### config.mk
export PLATFORM = sky130hd
export DESIGN_NAME = mole_spawner
export DESIGN_NICKNAME = d
export VERILOG_FILES = /design/src/rtl/mole_spawner.sv
export SDC_FILE = /design/constraint.sdc
export NUM_CORES = 1
export LEC_CHECK = 0
export CORE_UTILIZATION = 65
export CTS_CLUSTER_DIAMETER = 60
export DETAILED_ROUTE_END_ITERATION = 12
export PLACE_DENSITY = 0.86
export RECOVER_POWER = 25
export SYNTH_ARGS = -nofsm -noshare
export SYNTH_HDL_FRONTEND = slang
export SYNTH_SLANG_ARGS = --single-unit
### constraint.sdc
create_clock -name CLOCK_50 -period 10.1 [get_ports CLOCK_50]
set_clock_uncertainty 0.05 [all_clocks]
set_input_delay 2.525 -clock CLOCK_50 [delete_from_list [all_inputs] [get_ports CLOCK_50]]
set_output_delay 2.525 -clock CLOCK_50 [all_outputs]
set_load 0.01 [all_outputs]
### src/rtl/mole_spawner.sv
// Mole launch scheduler: at each spawn tick, fires a one-cycle go pulse at a pseudo-random idle mole
// and tracks each mole's LAUNCHED/UP occupancy until it is hit, sinks back, or times out.
module mole_spawner #(
    parameter int          SPAWN_PERIOD   = 25_000_000,
    parameter int          MAX_ACTIVE     = 3,
    parameter int          LAUNCH_TIMEOUT = 50_000_000,
    parameter logic [15:0] SEED           = 16'hACE1
) (
    input  logic        CLOCK_50,
    input  logic        resetn,
    input  logic        enable,
    input  logic [39:0] Mheight,
    input  logic [7:0]  mole_hit,
    output logic [7:0]  control,
    output logic [7:0]  active,
    output logic [3:0]  active_count,
    output logic [15:0] spawn_count
);

    localparam int          PW          = (SPAWN_PERIOD > 1) ? $clog2(SPAWN_PERIOD) : 1;
    localparam int          TW          = (LAUNCH_TIMEOUT > 1) ? $clog2(LAUNCH_TIMEOUT) : 1;
    localparam logic [15:0] LFSR_INIT   = (SEED == 16'h0000) ? 16'h0001 : SEED;
    localparam logic [PW-1:0] PERIOD_LAST  = PW'(SPAWN_PERIOD - 1);
    localparam logic [TW-1:0] TIMEOUT_LAST = TW'(LAUNCH_TIMEOUT - 1);
    localparam logic [3:0]  MAX_CNT     = 4'(MAX_ACTIVE);

    typedef enum logic [1:0] {IDLE, LAUNCHED, UP} track_t;

    logic [15:0]   lfsr;
    logic [PW-1:0] period_cnt;
    track_t        state     [8];
    track_t        state_nxt [8];
    logic [TW-1:0] tcnt      [8];
    logic [TW-1:0] tcnt_nxt  [8];
    logic [4:0]    height    [8];
    logic [7:0]    eligible;
    logic [7:0]    launch_vec;
    logic [7:0]    active_nxt;
    logic [3:0]    count_nxt;
    logic [2:0]    sel;
    logic          found;
    logic          tick;
    logic          launch;

    always_comb begin
        for (int i = 0; i < 8; i++) begin
            height[i]   = Mheight[39-5*i -: 5];
            eligible[i] = (state[i] == IDLE) && !mole_hit[i] && (height[i] == 5'd0);
        end
    end

    // Rotating priority search starting at the LFSR's low three bits.
    always_comb begin
        logic [2:0] idx;
        found = 1'b0;
        sel   = 3'd0;
        idx   = 3'd0;
        for (int k = 0; k < 8; k++) begin
            idx = lfsr[2:0] + 3'(k);
            if (!found && eligible[idx]) begin
                found = 1'b1;
                sel   = idx;
            end
        end
    end

    assign tick       = enable && (period_cnt == PERIOD_LAST);
    assign launch     = tick && (active_count < MAX_CNT) && found;
    assign launch_vec = launch ? (8'b1 << sel) : 8'h00;

    // Tracker transitions; hit outranks timeout, which outranks the height check.
    always_comb begin
        count_nxt = 4'd0;
        for (int i = 0; i < 8; i++) begin
            state_nxt[i] = state[i];
            tcnt_nxt[i]  = tcnt[i];
            case (state[i])
                IDLE: begin
                    if (launch_vec[i]) begin
                        state_nxt[i] = LAUNCHED;
                        tcnt_nxt[i]  = '0;
                    end
                end
                LAUNCHED: begin
                    if (mole_hit[i] || (tcnt[i] == TIMEOUT_LAST))
                        state_nxt[i] = IDLE;
                    else if (height[i] != 5'd0)
                        state_nxt[i] = UP;
                    else
                        tcnt_nxt[i] = tcnt[i] + 1'b1;
                end
                UP: begin
                    if (mole_hit[i] || (height[i] == 5'd0))
                        state_nxt[i] = IDLE;
                end
                default: state_nxt[i] = IDLE;
            endcase
            active_nxt[i] = (state_nxt[i] != IDLE);
            count_nxt     = count_nxt + 4'(active_nxt[i]);
        end
    end

    always_ff @(posedge CLOCK_50 or negedge resetn) begin
        if (!resetn) begin
            lfsr         <= LFSR_INIT;
            period_cnt   <= '0;
            control      <= 8'h00;
            active       <= 8'h00;
            active_count <= 4'd0;
            spawn_count  <= 16'h0000;
            for (int i = 0; i < 8; i++) begin
                state[i] <= IDLE;
                tcnt[i]  <= '0;
            end
        end else begin
            lfsr <= lfsr[0] ? ((lfsr >> 1) ^ 16'hB400) : (lfsr >> 1);
            if (!enable || (period_cnt == PERIOD_LAST))
                period_cnt <= '0;
            else
                period_cnt <= period_cnt + 1'b1;
            for (int i = 0; i < 8; i++) begin
                state[i] <= state_nxt[i];
                tcnt[i]  <= tcnt_nxt[i];
            end
            control      <= launch_vec;
            active       <= active_nxt;
            active_count <= count_nxt;
            if (launch && (spawn_count != 16'hFFFF))
                spawn_count <= spawn_count + 16'd1;
        end
    end

endmodule

* Word level (Yosys, flattened, before mapping)
Index checks and enable logic that the tools add are counted.
** Word-level totals
- Register bits after elaboration :: 301
- Word-level logic and storage cells :: 322
- Bits of input ports :: 51
- Output and inout bits :: 36
** Operators by class
- Multiplexer cells :: 107
- Add/subtract/negate cells :: 24
- $lt $le $gt $ge :: 9
- Reduce and logical (&&, ||, !) cells :: 108
- Equal/unequal tests :: 50
- Shift-type cells :: 1
- Bitwise gates (word level) :: 1
** Operators by type and width (count)
- 2-to-1 mux 26 bit :: 24
- one-hot mux 26 bit (2 select lines) :: 8
- adder 26 x 1 -> 26 bit (second input constant) :: 8
- == test 26 bit (second input constant) :: 8
- 2-to-1 mux 2 bit :: 32
- != test 2 bit (second input constant) :: 24
- one-hot mux 2 bit (3 select lines) :: 8
- logical NOT 5 bit :: 8
- nonzero test 5 bit :: 8
- less-than comparator 3 x 4 -> 1 bit (second input constant) :: 8
- AND reduction 4 bit :: 8
- nonzero test 2 bit :: 16
- logical AND 1 bit :: 27
- adder 25 x 1 -> 25 bit (second input constant) :: 1
- == test 25 bit (second input constant) :: 1
- 2-to-1 mux 25 bit :: 1
- binary-select mux 1 bit (select 3 bit) :: 8
- 2-to-1 mux 3 bit :: 8
- logical OR 1 bit :: 17
- adder 16 x 1 -> 16 bit (second input constant) :: 1
- adder 4 x 1 -> 4 bit :: 4
- == test 2 x 1 -> 1 bit (second input constant) :: 8
- == test 2 bit (second input constant) :: 8
- logical NOT 1 bit :: 16
- 14 further kinds :: 40

* Logic depth before layout (Yosys ltp)
Gate-level depths: netlist (run 1).
- Word-level depth :: 39
- Depth in mapped cells :: 25

* Worst setup path before layout (run 1)
No wires, ideal clock.
- Path type :: input to register
- Start :: in mole_hit[7]
- End :: reg active_count[2]
- Required time :: 9.927 ns
- Buffers on the path :: 1
- Path slack :: 2.346 ns
- Arrival time :: 7.581 ns
- Stages :: 20
- Path through :: nor4_2 > nand3_1 > and2_1 > mux4_2 > mux2_4 > or4_4 > a2bb2oi_2 > nand2b_1 > buf_6 > nor4b_4 > or3_1 > fa_1 > fa_1 > inv_1 > fa_1 > inv_1 > ha_1 > inv_1 > fa_1 > xnor2_1
** RTL lines
- start, declared :: RTL line 13 : input logic [7:0] mole_hit,
- logical NOT 1 bit * :: RTL line 48 : eligible[i] = (state[i] == IDLE) && !mole_hit[i] && (height[i] == 5'd0);
- logical AND 1 bit * (2 in series) :: RTL line 48
- binary-select mux 1 bit (select 3 bit) :: RTL line 60 : if (!found && eligible[idx]) begin
- 2-to-1 mux 1 bit (implied by the code) :: RTL line 60
- 2-to-1 mux 1 bit :: RTL line 60
- logical NOT 1 bit :: RTL line 60
- logical AND 1 bit :: RTL line 60
- 2-to-1 mux 1 bit :: RTL line 60
- [... 19 more ...]
- 2-to-1 mux 8 bit * :: RTL line 69 : assign launch_vec = launch ? (8'b1 << sel) : 8'h00;
- 2-to-1 mux 2 bit * :: RTL line 79 : if (launch_vec[i]) begin
- one-hot mux 2 bit (3 select lines) * :: RTL line 77 : case (state[i])
- nonzero test 2 bit * :: RTL line 98 : active_nxt[i] = (state_nxt[i] != IDLE);
- via active_nxt[3] :: RTL line 38 : logic [7:0] active_nxt;
- adder 3 x 1 -> 4 bit * :: RTL line 99 : count_nxt = count_nxt + 4'(active_nxt[i]);
- adder 4 x 1 -> 4 bit * (4 in series) :: RTL line 99
- via count_nxt[2] :: RTL line 39 : logic [3:0] count_nxt;
- end signal, assigned :: RTL line 127 : active_count <= count_nxt;
- end, declared :: RTL line 16 : output logic [3:0] active_count,
The timed path passes the listed nets; every way through them passes the cells marked *. The select of a mux whose other input is x is not followed.
A chain may end at the register's enable or synchronous reset.

* Final worst setup path (run 1)
- Start :: in Mheight[31]
- End :: reg active_count[2]
** RTL lines
- start, declared :: RTL line 12 : input logic [39:0] Mheight,
- logical NOT 5 bit * :: RTL line 48
- logical AND 1 bit * :: RTL line 48
- binary-select mux 1 bit (select 3 bit) :: RTL line 60
- 2-to-1 mux 1 bit (implied by the code) :: RTL line 60
- 2-to-1 mux 1 bit :: RTL line 60
- logical NOT 1 bit :: RTL line 60
- logical AND 1 bit :: RTL line 60
- 2-to-1 mux 1 bit :: RTL line 60
- [... 19 more ...]
- 2-to-1 mux 8 bit * :: RTL line 69
- 2-to-1 mux 2 bit * :: RTL line 79
- one-hot mux 2 bit (3 select lines) * :: RTL line 77
- nonzero test 2 bit * :: RTL line 98
- via active_nxt[3] :: RTL line 38
- adder 3 x 1 -> 4 bit * :: RTL line 99
- adder 4 x 1 -> 4 bit * (4 in series) :: RTL line 99
- via count_nxt[2] :: RTL line 39
Marks and branches as above.

==> summary.txt, run 1 <==
Yosys
  • Post-synth EDFFs: 0
  • Area leader, netlist: dfrtp_1
  • Sequential fraction of the synthesis area: 47.85%
  • Cells after Synth: 1,642
  • Ys async rst share: 100.0%
  • Top cells by area, synth: dfrtp_1 (47%), xor2_1 (7.2%), nor2_1 (5.7%)
  • Syn nets: 1,712
  • Area of the mapped netlist: 15,760 um^2
  • Synth Flop Type: dfrtp_1
  • Library cells used by synthesis: 74
  • Synth top area share: 46.51%
  • #FFs+latches synth: 301
  • Average size of a mapped cell: 9.600 um^2
  • Yosys warns: 0

Clocking
  • Setup Buffers After CTS: 0
  • CTS max path bufs: 3
  • Hold_buf cts: 0
  • Total CTS buffers: 34
  • # H-tree levels: 2
  • Root buffer cell: clkbuf_16
  • TritonCTS clock tree: yes
  • Clk sinks: 301
  • CTS clk-pin slew, worst paths: 0.06 ns
  • Post-cts resize count: 0
  • Clk_lat worst skew: 0.51 ns

Detailed routing
  • Routed vias/inst: 6.049
  • Top Metal Used: met4
  • Met1 wire length: 15,150 um
  • Metal2 WL: 17,470 um
  • DR vias: 12,520
  • Final ANT Viol Nets: 0
  • Initial DRT Pass Iterations: 7
  • Residual DRC: 0
  • Met3 wire len: 1849 um
  • Total Wirelength: 35,300 um
  • Starting DRT DRC Count: 1,056
  • Drt wl/cell: 17.06 um

Pwr
  • VDD IR max: 0.1167 mV
  • P_leak: 7.968 nW
  • Total power: 2.555 mW
  • Power per cell area: 141.6 nW/um^2

Placed design
  • RD Place Congestion: 0.8687
  • DPL Wire Length: 23,580 um
  • Placed insts: 2,008
  • Port Buf Inserts: 86
  • Post-DP Area: 16,890 um^2

STA
  • Final slew viol count: 98
  • Worst Hold Margin: 0.3060 ns
  • Setup_tns: 0 ns
  • Slew @ Worst Pin: 5.189 ns
  • Setup-failing EPs final: 0
  • Minimum period implied by the final worst setup slack: 8.780 ns
  • FMAX: 0.1139 GHz
  • Fin crit share: 86.93%
  • Fin. Hold Viols: 0
  • RSZ-0062 raised after global routing: false
  • Slew margin rel.: -246.0%

Critical path
  • WS Path Type: in2reg
  • Family with the most delay on the worst path: simple AND/OR/NAND/NOR gates
  • R2R depth: 19
  • R2R setup slack: 2.14 ns
  • Crit path to: active_count[2]
  • Buf+Inv Stages, Crit Path: 5
  • Worst setup path startpoint: Mheight[31]
  • Instance count on the critical path: 21
  • CP startpoint kind: input pin
  • CP max stage cell: dlygate4sd3_1
  • Crit path required time: 10.45 ns
  • RR Startpoint: lfsr[0]
  • Crit path cell chain: dlygate4sd3_1, nor4_2, nand3_1, o21a_1, mux4_2, mux2_4, or4_4, a2bb2oi_2, nand2b_1, nor4b_4, buf_4, or3_1, fa_1, fa_1, inv_1, fa_1, inv_1, ha_1, inv_1, fa_1, xnor2_1
  • Most Frequent Cell on Critical Path: fa_1
  • CP endpoint kind: register
  • Capture point of the worst reg-to-reg path: active_count[2]
  • CP peak stage delay: 0.56 ns
  • CP max FO: 26
  • CP arrival: 9.13 ns

Global routing
  • Global-route wire length before repair: 58,710 um
  • Vias in the first global route: 12,240
  • Total Routing Usage GR: 29.43%
  • Grt ovf: 0
  • Largest net degree at the start of global routing: 98
  • Antenna violations before repair: 1

Outcome
  • Status: finished with violations
  • Failing checks: capacitance limit, slew limit

Floorplanning
  • # IOs: 87
  • Die Height: 157.7 um
  • Initial Util: 66.76%
  • Row count: 56
  • Core ar.: 23,610 um^2
  • Die span in x: 157.7 um
  • Full die area: 24,880 um^2

Cells and area
  • Finished Layout Cells: 2,069
  • Design Area, Final: 18,040 um^2
  • Synth-to-Final Area Change: 14.44%
  • Share of cells above drive strength 1: 7.662%
  • Fin nets: 1,795

Min path
  • Worst hold path cell count: 0
  • Hold/Removal Path Class: reg2reg

Flow run
  • Max Cap Viol: 1
-- how the worst min path moves through the flow --
stage	endpoint	startpoint	slack, ns
floorplan	lfsr[2]	lfsr[3]	0.28
global placement	lfsr[11]	lfsr[12]	0.29
detailed placement	lfsr[3]	lfsr[4]	0.29
CTS	lfsr[6]	lfsr[7]	0.31
global route	lfsr[5]	lfsr[6]	0.31
finish	lfsr[6]	lfsr[7]	0.31
-- layout make-up --
type,count,area (um^2)
multi-input cells,1254,7846
flip-flops and latches,301,7542
fillers,1572,5573
clock buffers,42,984.7
repair buffers,101,964.7
well taps,319,399.1
clock inverters,18,176.4
inverters,33,123.9
diodes,1,2.502
-- metrics by stage --
step	setup WS (ns)	util (%)
after global placement	1.136	71.53
final	1.320	76.40
after detailed placement	0.9033	71.53
after floorplan	2.346	-
after global routing	1.091	76.39
after CTS	1.463	76.45
-- Yosys cell counts, types with 5 or more instances --
library cell  instances
dfrtp_1             293
nor2_1              238
nand2_1             166
xor2_1              129
nand3_1             109
o21ai_0              66
nand4_1              60
and3_1               53
a21oi_1              51
xnor2_1              50
or3_1                48
inv_1                33
nor3_1               30
clkbuf_1             23
buf_2                20
nand2b_1             18
ha_1                 15
nor2b_1              15
nor4_1               15
and4_1               14
mux2i_1              14
and2_1               13
or4_1                12
nor4_4                9
dfstp_2               8
nor4_2                8
o21a_1                8
a31oi_1               7
mux4_2                7
nor4b_1               7
o211ai_1              7
a21o_1                6
a211oi_1              5
buf_1                 5
or2_2                 5
-- sequential cells by signal, summed over array words and instances, names as in the netlist --
register      cells
active            8
spawn_count      16
period_cnt       25
lfsr             16
control           8
state            16
active_count      4
tcnt            208
-- cells by family (layout without fill, tap and decap cells) --
logic type | count (synthesis) | after routing | share of synthesized area [%]
xor+xnor | 179 | 179 | 9.945
mux | 24 | 24 | 2.127
fa+ha+maj | 19 | 19 | 1.699
compound gates | 186 | 186 | 7.413
buf+inv | 87 | 194 | 2.421
flops | 301 | 301 | 47.85
other cells | 0 | 1 | 0
simple gates | 846 | 846 | 28.55
-- report_power, final --
part           switching [mW]  internal (mW)
registers             0.00385           1.21
clock network           0.495          0.771
logic                  0.0482         0.0269
-- placed cells by master (no fill, tap or decap), types with 8 or more instances in the layout --
cell             count
xor2_1             129
nand2b_1            18
inv_1               33
nand2_1            166
and4_1              14
dfrtp_1            293
dlygate4sd3_1        8
clkdlybuf4s50_1     77
and3_1              53
clkbuf_16           37
nor4_1              14
nand3_1            109
o21ai_0             66
a21oi_1             51
nand4_1             60
and2_1              13
nor4_4               9
nor2_1             238
clkinv_2            12
nor2b_1             15
nor4_2               9
o21a_1               8
mux2i_1             14
or4_1               12
ha_1                15
nor3_1              30
xnor2_1             50
buf_4               14
or3_1               48
-- routing by layer --
layer	global-route usage [%]	vias to the layer above
met4	9.385	0
met5	0.8282	-
li1	-	5938
met3	3.860	66
met1	39.23	6140
met2	49.88	371
(Power assumes the default switching activity.)
==> run 2: changes to the inputs <==
--- a/config.mk
+++ b/config.mk
@@ -5,10 +5,9 @@
 export SDC_FILE = /design/constraint.sdc
 export NUM_CORES = 1
 export LEC_CHECK = 0
-export CORE_UTILIZATION = 65
+export CORE_UTILIZATION = 40
 export CTS_CLUSTER_DIAMETER = 60
 export DETAILED_ROUTE_END_ITERATION = 12
-export PLACE_DENSITY = 0.86
 export RECOVER_POWER = 25
 export SYNTH_ARGS = -nofsm -noshare
 export SYNTH_HDL_FRONTEND = slang
==> summary.txt, run 2 (synthesis gave the netlist of run 1 again) <==
Outcome
  • Status: finished with violations
  • Failing checks: capacitance limit, slew limit

Cells and area
  • Core Util, Final: 47.47%
  • Synth-to-Final Area Change: 16.65%
  • Fin nets: 1,800
  • Sequential cell area: 7542 um^2
  • Max reg flops: 208
  • Multi-input logic area: 7846 um^2
  • Most frequent cells in the layout: dfrtp_1 (293), nor2_1 (238), nand2_1 (166)
  • Share of cells above drive strength 1: 7.745%
  • # diodes: 0
  • Commonest non-fill, non-tap cell in the layout: dfrtp_1
  • Biggest regs: tcnt: 208 flops, period_cnt: 25 flops
  • Largest register by flop count: tcnt
  • Filler cells: 3,646

Clocking
  • Post-cts resize count: 0
  • Total CTS buffers: 36
  • Clk_lat worst skew: 0.55 ns
  • Hold_buf cts: 0
  • TritonCTS clock tree: yes
  • # H-tree levels: 2
  • Clk sinks: 301
  • CTS max path bufs: 3
  • CTS clk-pin slew, worst paths: 0.06 ns
  • Root buffer cell: clkbuf_16
  • Setup Buffers After CTS: 0

Detailed routing
  • DR vias: 12,070
  • Drt wl/cell: 15.24 um
  • Total Wirelength: 34,660 um
  • Initial DRT Pass Iterations: 4
  • Residual DRC: 0
  • Routed vias/inst: 5.307
  • Final ANT Viol Nets: 0
  • Starting DRT DRC Count: 740

Critical path
  • CP arrival: 9.08 ns
  • Buf+Inv Stages, Crit Path: 5
  • Family with the most delay on the worst path: simple AND/OR/NAND/NOR gates
  • CP max FO: 26
  • CP max stage cell: dlygate4sd3_1
  • WS Path Type: in2reg
  • CP endpoint kind: register
  • Crit path cell chain: dlygate4sd3_1, nor4_2, nand3_1, and2_1, mux4_2, mux2_4, or4_4, a2bb2oi_2, nand2b_1, nor4b_4, buf_4, or3_1, fa_1, fa_1, inv_1, fa_1, inv_1, ha_1, inv_1, fa_1, xnor2_1
  • CP startpoint kind: input pin
  • CP peak stage delay: 0.56 ns
  • Crit path required time: 10.49 ns
  • Most Frequent Cell on Critical Path: fa_1

Pwr
  • P_leak: 8.018 nW
  • Power per cell area: 143.8 nW/um^2
  • VDD IR max: 0.08914 mV

STA
  • Minimum period implied by the final worst setup slack: 8.693 ns
  • RSZ-0062 raised after global routing: false
  • Setup_tns: 0 ns
  • Fin crit share: 86.07%
  • FMAX: 0.1150 GHz
  • Slew @ Worst Pin: 5.154 ns
  • Fin. Hold Viols: 0
  • Setup ws final: 1.407 ns
  • Slew margin rel.: -243.6%
  • Setup-failing EPs final: 0
  • Final slew viol count: 244

Placed design
  • DPL Wire Length: 23,810 um
  • Port Buf Inserts: 86
  • RD Place Congestion: 0.8169
  • Setup slack at placement: 0.9247 ns

Floorplanning
  • Core ar.: 38,740 um^2
  • Die Height: 200.5 um
  • Full die area: 40,210 um^2
  • # IOs: 87
  • Initial Util: 40.69%
  • Row count: 72
  • Die span in x: 200.5 um

Global routing
  • Vias in the first global route: 11,870
  • Global-route wire length before repair: 58,860 um
  • Total Routing Usage GR: 17.71%
  • Largest net degree at the start of global routing: 149
  • Grt ovf: 0
  • Antenna violations before repair: 1

Flow run
  • Max Cap Viol: 2

Min path
  • Hold/Removal Path Class: reg2reg
-- run 2: cell count changes in the layout (fill, tap and decap cells not counted) --
cell,change
buf_4,+3
bufinv_16,+2
clkbuf_1,+5
clkbuf_2,-1
clkbuf_4,+1
clkdlybuf4s50_1,-1
clkinv_2,-6
clkinv_4,+2
clkinvlp_4,-2
diode_2,-1
dlygate4sd3_1,+1
inv_6,+3
-- run 2: area by class of cell --
| type | instances | share of cell area, % |
|---|---|---|
| multi-input cells | 1254 | 42.67 |
| clock inverters | 17 | 1.279 |
| well taps | 518 | 3.525 |
| flip-flops and latches | 301 | 41.02 |
| repair buffers | 104 | 5.382 |
| clock buffers | 47 | 5.457 |
| inverters | 33 | 0.6736 |
-- run 2: power by group --
group	internal, mW	total, mW	switching [mW]
Combinational	0.0268	0.0751	0.0483
Clock	0.834	1.36	0.522
Sequential	1.21	1.21	0.00361
Total	2.07	2.65	0.574
-- run 2: through the flow --
stage	power (mW)	hold slack, ns	cell area (um^2)	cells
finish	2.645	0.2973	18390	2274
floorplan	1.256	0.2812	15760	1642
CTS	2.693	0.2936	18410	2274
global route	2.746	0.3037	18390	2274
detailed placement	1.314	0.2855	17170	2210
global placement	1.313	0.2860	17170	2210
-- run 2: layer usage --
metal  routed length, um  vias to the layer above  track usage (%)
li1                    -                     5948                -
met2               15500                      210            27.53
met3                1460                       63            3.653
met5                   0                        -                0
met4                1145                        0            6.379
met1               16550                     5846            24.45
-- run 2: path summary, 6_finish.rpt --
check | cells after the start | from | slack, ns | end
max | 21 | Mheight[0] | 1.41 | active_count[2]
min | 0 | lfsr[6] | 0.30 | lfsr[5]
max reg2reg | 20 | lfsr[0] | 2.25 | active_count[2]
min reg2reg | 0 | lfsr[6] | 0.30 | lfsr[5]
max in group asynchronous | 2 | resetn | 1.92 | tcnt[164]
min in group asynchronous | 1 | resetn | 3.82 | tcnt[48]
